**config.mk**
```make
export PLATFORM = sky130hd
export DESIGN_NAME = timer_counter
export DESIGN_NICKNAME = d
export VERILOG_FILES = /design/src/rtl/timer_counter.sv
export SDC_FILE = /design/constraint.sdc
export NUM_CORES = 1
export LEC_CHECK = 0
export CAP_MARGIN = 20
export CELL_PAD_IN_SITES_DETAIL_PLACEMENT = 0
export CELL_PAD_IN_SITES_GLOBAL_PLACEMENT = 1
export CORE_UTILIZATION = 40
export DETAILED_ROUTE_END_ITERATION = 6
export MAX_ROUTING_LAYER = met4
export PLACE_DENSITY_LB_ADDON = 0.1
export REMOVE_ABC_BUFFERS = 1
export SLEW_MARGIN = 20
export SYNTH_ARGS = -nofsm -noshare
export SYNTH_HDL_FRONTEND = slang
export SYNTH_HIERARCHICAL = 1
export SYNTH_SLANG_ARGS = --single-unit
```
**constraint.sdc**
```tcl
create_clock -name i_clk -period 2.9 [get_ports i_clk]
set_clock_uncertainty 0.1 [all_clocks]
set_input_delay 0.29 -clock i_clk [delete_from_list [all_inputs] [get_ports i_clk]]
set_output_delay 0.29 -clock i_clk [all_outputs]
set_load 0.005 [all_outputs]
```
**src/rtl/timer_counter.sv**
```systemverilog
// Time-value register bank: four independent wrapping counters
// (ms, sec, min, hr) with same-cycle carry/borrow flags.

module timer_counter_field #(
  parameter int W   = 10,
  parameter int MAX = 999
) (
  input  logic         clk,
  input  logic         rstn,
  input  logic         clr,
  input  logic         up_req,
  input  logic         down_req,
  output logic [W-1:0] value,
  output logic         carry,
  output logic         borrow
);

  localparam logic [W-1:0] MAX_V = W'(MAX);

  logic         up;
  logic         down;
  logic         in_range;
  logic [W-1:0] nxt;

  assign up       = up_req & ~down_req;
  assign down     = down_req & ~up_req;
  assign in_range = (value <= MAX_V);

  // Flags stay low during reset/clear so the FSM cascade never fires then.
  assign carry  = rstn & ~clr & up & (value == MAX_V);
  assign borrow = rstn & ~clr & down & (value == '0);

  always_comb begin
    nxt = value;
    if (clr || !in_range) begin
      nxt = '0;
    end else if (up) begin
      nxt = (value == MAX_V) ? '0 : value + 1'b1;
    end else if (down) begin
      nxt = (value == '0) ? MAX_V : value - 1'b1;
    end
  end

  always_ff @(posedge clk or negedge rstn) begin
    if (!rstn) begin
      value <= '0;
    end else begin
      value <= nxt;
    end
  end

endmodule

module timer_counter #(
  parameter int MS_MAX  = 999,
  parameter int SEC_MAX = 59,
  parameter int MIN_MAX = 59,
  parameter int HR_MAX  = 23
) (
  input  logic       i_clk,
  input  logic       i_rstn,
  input  logic       i_clr,
  input  logic       i_ms_up,
  input  logic       i_ms_down,
  input  logic       i_sec_up,
  input  logic       i_sec_down,
  input  logic       i_min_up,
  input  logic       i_min_down,
  input  logic       i_hr_up,
  input  logic       i_hr_down,
  output logic [9:0] o_ms,
  output logic [5:0] o_sec,
  output logic [5:0] o_min,
  output logic [4:0] o_hr,
  output logic       o_ms_carryup,
  output logic       o_ms_borrowdown,
  output logic       o_sec_carryup,
  output logic       o_sec_borrowdown,
  output logic       o_min_carryup,
  output logic       o_min_borrowdown,
  output logic       o_hr_carryup,
  output logic       o_hr_borrowdown,
  output logic       o_allzero
);

  timer_counter_field #(.W(10), .MAX(MS_MAX)) u_ms (
    .clk      (i_clk),
    .rstn     (i_rstn),
    .clr      (i_clr),
    .up_req   (i_ms_up),
    .down_req (i_ms_down),
    .value    (o_ms),
    .carry    (o_ms_carryup),
    .borrow   (o_ms_borrowdown)
  );

  timer_counter_field #(.W(6), .MAX(SEC_MAX)) u_sec (
    .clk      (i_clk),
    .rstn     (i_rstn),
    .clr      (i_clr),
    .up_req   (i_sec_up),
    .down_req (i_sec_down),
    .value    (o_sec),
    .carry    (o_sec_carryup),
    .borrow   (o_sec_borrowdown)
  );

  timer_counter_field #(.W(6), .MAX(MIN_MAX)) u_min (
    .clk      (i_clk),
    .rstn     (i_rstn),
    .clr      (i_clr),
    .up_req   (i_min_up),
    .down_req (i_min_down),
    .value    (o_min),
    .carry    (o_min_carryup),
    .borrow   (o_min_borrowdown)
  );

  timer_counter_field #(.W(5), .MAX(HR_MAX)) u_hr (
    .clk      (i_clk),
    .rstn     (i_rstn),
    .clr      (i_clr),
    .up_req   (i_hr_up),
    .down_req (i_hr_down),
    .value    (o_hr),
    .carry    (o_hr_carryup),
    .borrow   (o_hr_borrowdown)
  );

  assign o_allzero = (o_hr == '0) && (o_min == '0) &&
                     (o_sec == '0) && (o_ms == '0);

endmodule

```
==> metrics.txt, run 1 <==
Worst setup EP type output pin; maximum clock frequency 369.5 MHz; Min-Delay Path Class in2async; Total Routed Length 7806 um; initial core utilization 41.85%; Synth Cell Area between 0.002 and 0.003 mm^2; register clock-pin slew on the reported worst setup and hold paths 0.10 ns; CP max FO 9; #FFs+latches synth 27; final routed DRC violation total 0; sequential fraction of the synthesis area 23.63%; unrepaired setup endpoints after global routing no; ys flop type dfrtp_1; post-DR wirelength/cell 15.83 um; critical path, cell by cell or2_1 > or4_4 > nor2_1 > clkdlybuf4s50_1; top sig layer met4; met2 WL 3672 um; 1st-iter DRT viols between 100 and 150; worst slew pin tran just under 0.5 ns; total gr overflow 0; minimum clock period between 2 and 3 ns; CP arrival 2.32 ns; largest net degree at the start of global routing 18; final setup violation count 0; Vias 2818; CP peak stage delay 0.58 ns; Startpoint Class register; DIE AREA 0.007489 mm^2; Root Driver clkbuf_8; Power, Total 1875 uW; hold buffer count at cts 0; Synth-to-Final Area Change 21.49%; vias in the first global route 2655; DRT antenna net count 0; Pleak 0.001493 uW; overall die width 86.54 um; post-DR vias/cell 5.716; Final Hold Vio Count 0; postcts setup bufs 0; Die Span Y 86.54 um; pwr/cell area 539.8 mW/mm^2; peak supply drop 0.0002623 V; initial antenna violation count 0; drt pass-1 iters 5; clk buf depth 2; clk sinks 27; EDFF count, synth 0; final instance count without filler cells 493; ANT cells 0; Slew headroom 67.41%; asr flop ratio synth 100.0%; CP max-delay cell or4_4; final worst path period share 93.32%; Total GRT Usage 22.54%; Skew-Pair Late Insertion Delay 0.28 ns; met1 wire length 3798 um; Post-Syn Instances 350; Yosys cell types 70; status completed; core region area ~0.007 mm^2; Final Wtd Congestion 0.8315; Avg Inst Size Synth 8.169 um^2; post-layout util 50.84%; IO Pins 47; nets 427; cts repair resizes 1; H-tree levels 1; wire length on met3 between 200 and 300 um; Rows 30; global-route wire length before repair 13080 um; CTS tree done; placed insts 489; PortBufs 46; Setup CP Type reg2out; setup_tns 0 ns; Critical Path RT 2.51 ns; Slew Viols, Final 0; Synthesis Warnings 6; layout cell share with drive strength beyond 1 13.10%; Post-DP HPWL 5818 um; total CTS buffers 3; Max-cap violations 0
[layer usage]
layer  track usage (%)  up-vias
met5                 -        -
met4             3.939        0
met3             2.667        9
met2             36.58       74
met1             30.66     1353
li1                  -     1382
[stage by stage]
stage | hold slack (ns) | setup WS (ns) | cell area, um^2
finish | 0.1405 | 0.1938 | 3473
global route | 0.1352 | 0.01529 | 3473
CTS | 0.1410 | 0.003099 | 3468
detailed placement | 0.4395 | 0.3123 | 3417
global placement | 0.4286 | 0.3383 | 3417
floorplan | -0.1056 | 0.7720 | 2634
[worst paths after layout]
path                       slack [ns]                    endpoint  cells after the start                  startpoint
max                              0.19                o_ms_carryup                      4   u_ms/value[4]$_DFFE_PN0P_
min in group i_clk               0.46  u_min/value[3]$_DFFE_PN0P_                      1  u_min/value[3]$_DFFE_PN0P_
min                              0.14  u_min/value[1]$_DFFE_PN0P_                      1                      i_rstn
max reg2reg                      0.71   u_ms/value[4]$_DFFE_PN0P_                      7   u_ms/value[1]$_DFFE_PN0P_
max in group asynchronous        1.98   u_ms/value[6]$_DFFE_PN0P_                      3                      i_rstn
min reg2reg                      0.46  u_min/value[3]$_DFFE_PN0P_                      1  u_min/value[3]$_DFFE_PN0P_
[power by group]
part,switching (uW),total [uW],internal (uW)
logic,572,1100,524
registers,104,547,443
clock network,134,232,98.0
total,810,1870,1070
[area by class of cell]
cell class              instances  area, um^2
clock inverters                 1       7.507
clock buffers                   3       41.29
multi-input cells             267        1866
inverters                      26       97.59
flip-flops and latches         27       675.6
well taps                      96       120.1
repair buffers                 73       665.6
fillers                       702        3358
[cell usage in the layout, fill, tap and decap left out, drive strengths merged, types with 8 or more instances in the layout]
cell and count:
nand3 16, nand2 33, a22o 8, ha 18
clkdlybuf4s50 45, inv 26, dfrtp 27, nor2 19
buf 27, nor4 10, a21oi 18, nor3 11
o21ai 22, o31ai 9
[registers in the layout, indices dropped and copies added, names as in the netlist]
name         cells
u_hr/value       5
u_min/value      6
u_sec/value      6
u_ms/value      10
[logic make-up after synthesis]
family | count (synthesis) | share of synthesized area [%]
mux | 3 | 1.050
compound gates | 106 | 26.61
buf+inv | 56 | 11.29
flops | 27 | 23.63
simple gates | 129 | 26.17
xor+xnor | 11 | 3.370
fa+ha+maj | 18 | 7.878
[synth_stat cells, drive strengths merged, types with 3 or more instances]
cell / instances / area, um^2
nand2: 33 / 123.9
dfrtp: 27 / 675.7
inv: 26 / 97.59
buf: 25 / 205.2
o21ai: 22 / 113.9
nor2: 19 / 71.32
a21oi: 18 / 90.09
ha: 18 / 225.2
nand3: 16 / 85.08
nor3: 11 / 65.06
nor4: 10 / 81.33
o31ai: 9 / 77.57
a22o: 8 / 70.07
xor2: 7 / 61.31
a21o: 6 / 45.04
clkbuf: 5 / 20.01
nand2b: 5 / 31.28
nand4: 5 / 31.28
a211oi: 4 / 30.03
o211ai: 4 / 30.03
o21a: 4 / 30.03
o31a: 4 / 37.54
or3: 4 / 30.03
xnor2: 4 / 35.03
a31oi: 3 / 18.77
and3: 3 / 18.77
and4b: 3 / 30.03
mux2i: 3 / 30.03
o21bai: 3 / 22.52
[worst max-delay path, delay by kind of cell (launching register included)]
family | cells | cell delay [ns]
and+or+nand+nor | 3 | 1.07
DFF | 1 | 0.45
buffers and inverters | 1 | 0.51
No activity file was read; power rests on OpenSTA's default activity.
==> run 2, diff against run 1 <==
--- a/config.mk
+++ b/config.mk
@@ -5,6 +5,7 @@
 export SDC_FILE = /design/constraint.sdc
 export NUM_CORES = 1
 export LEC_CHECK = 0
+export ABC_AREA = 0
 export CAP_MARGIN = 20
 export CELL_PAD_IN_SITES_DETAIL_PLACEMENT = 0
 export CELL_PAD_IN_SITES_GLOBAL_PLACEMENT = 1
==> results of run 2 <==
Final layout, timing and power as in run 1 (identical DEF).
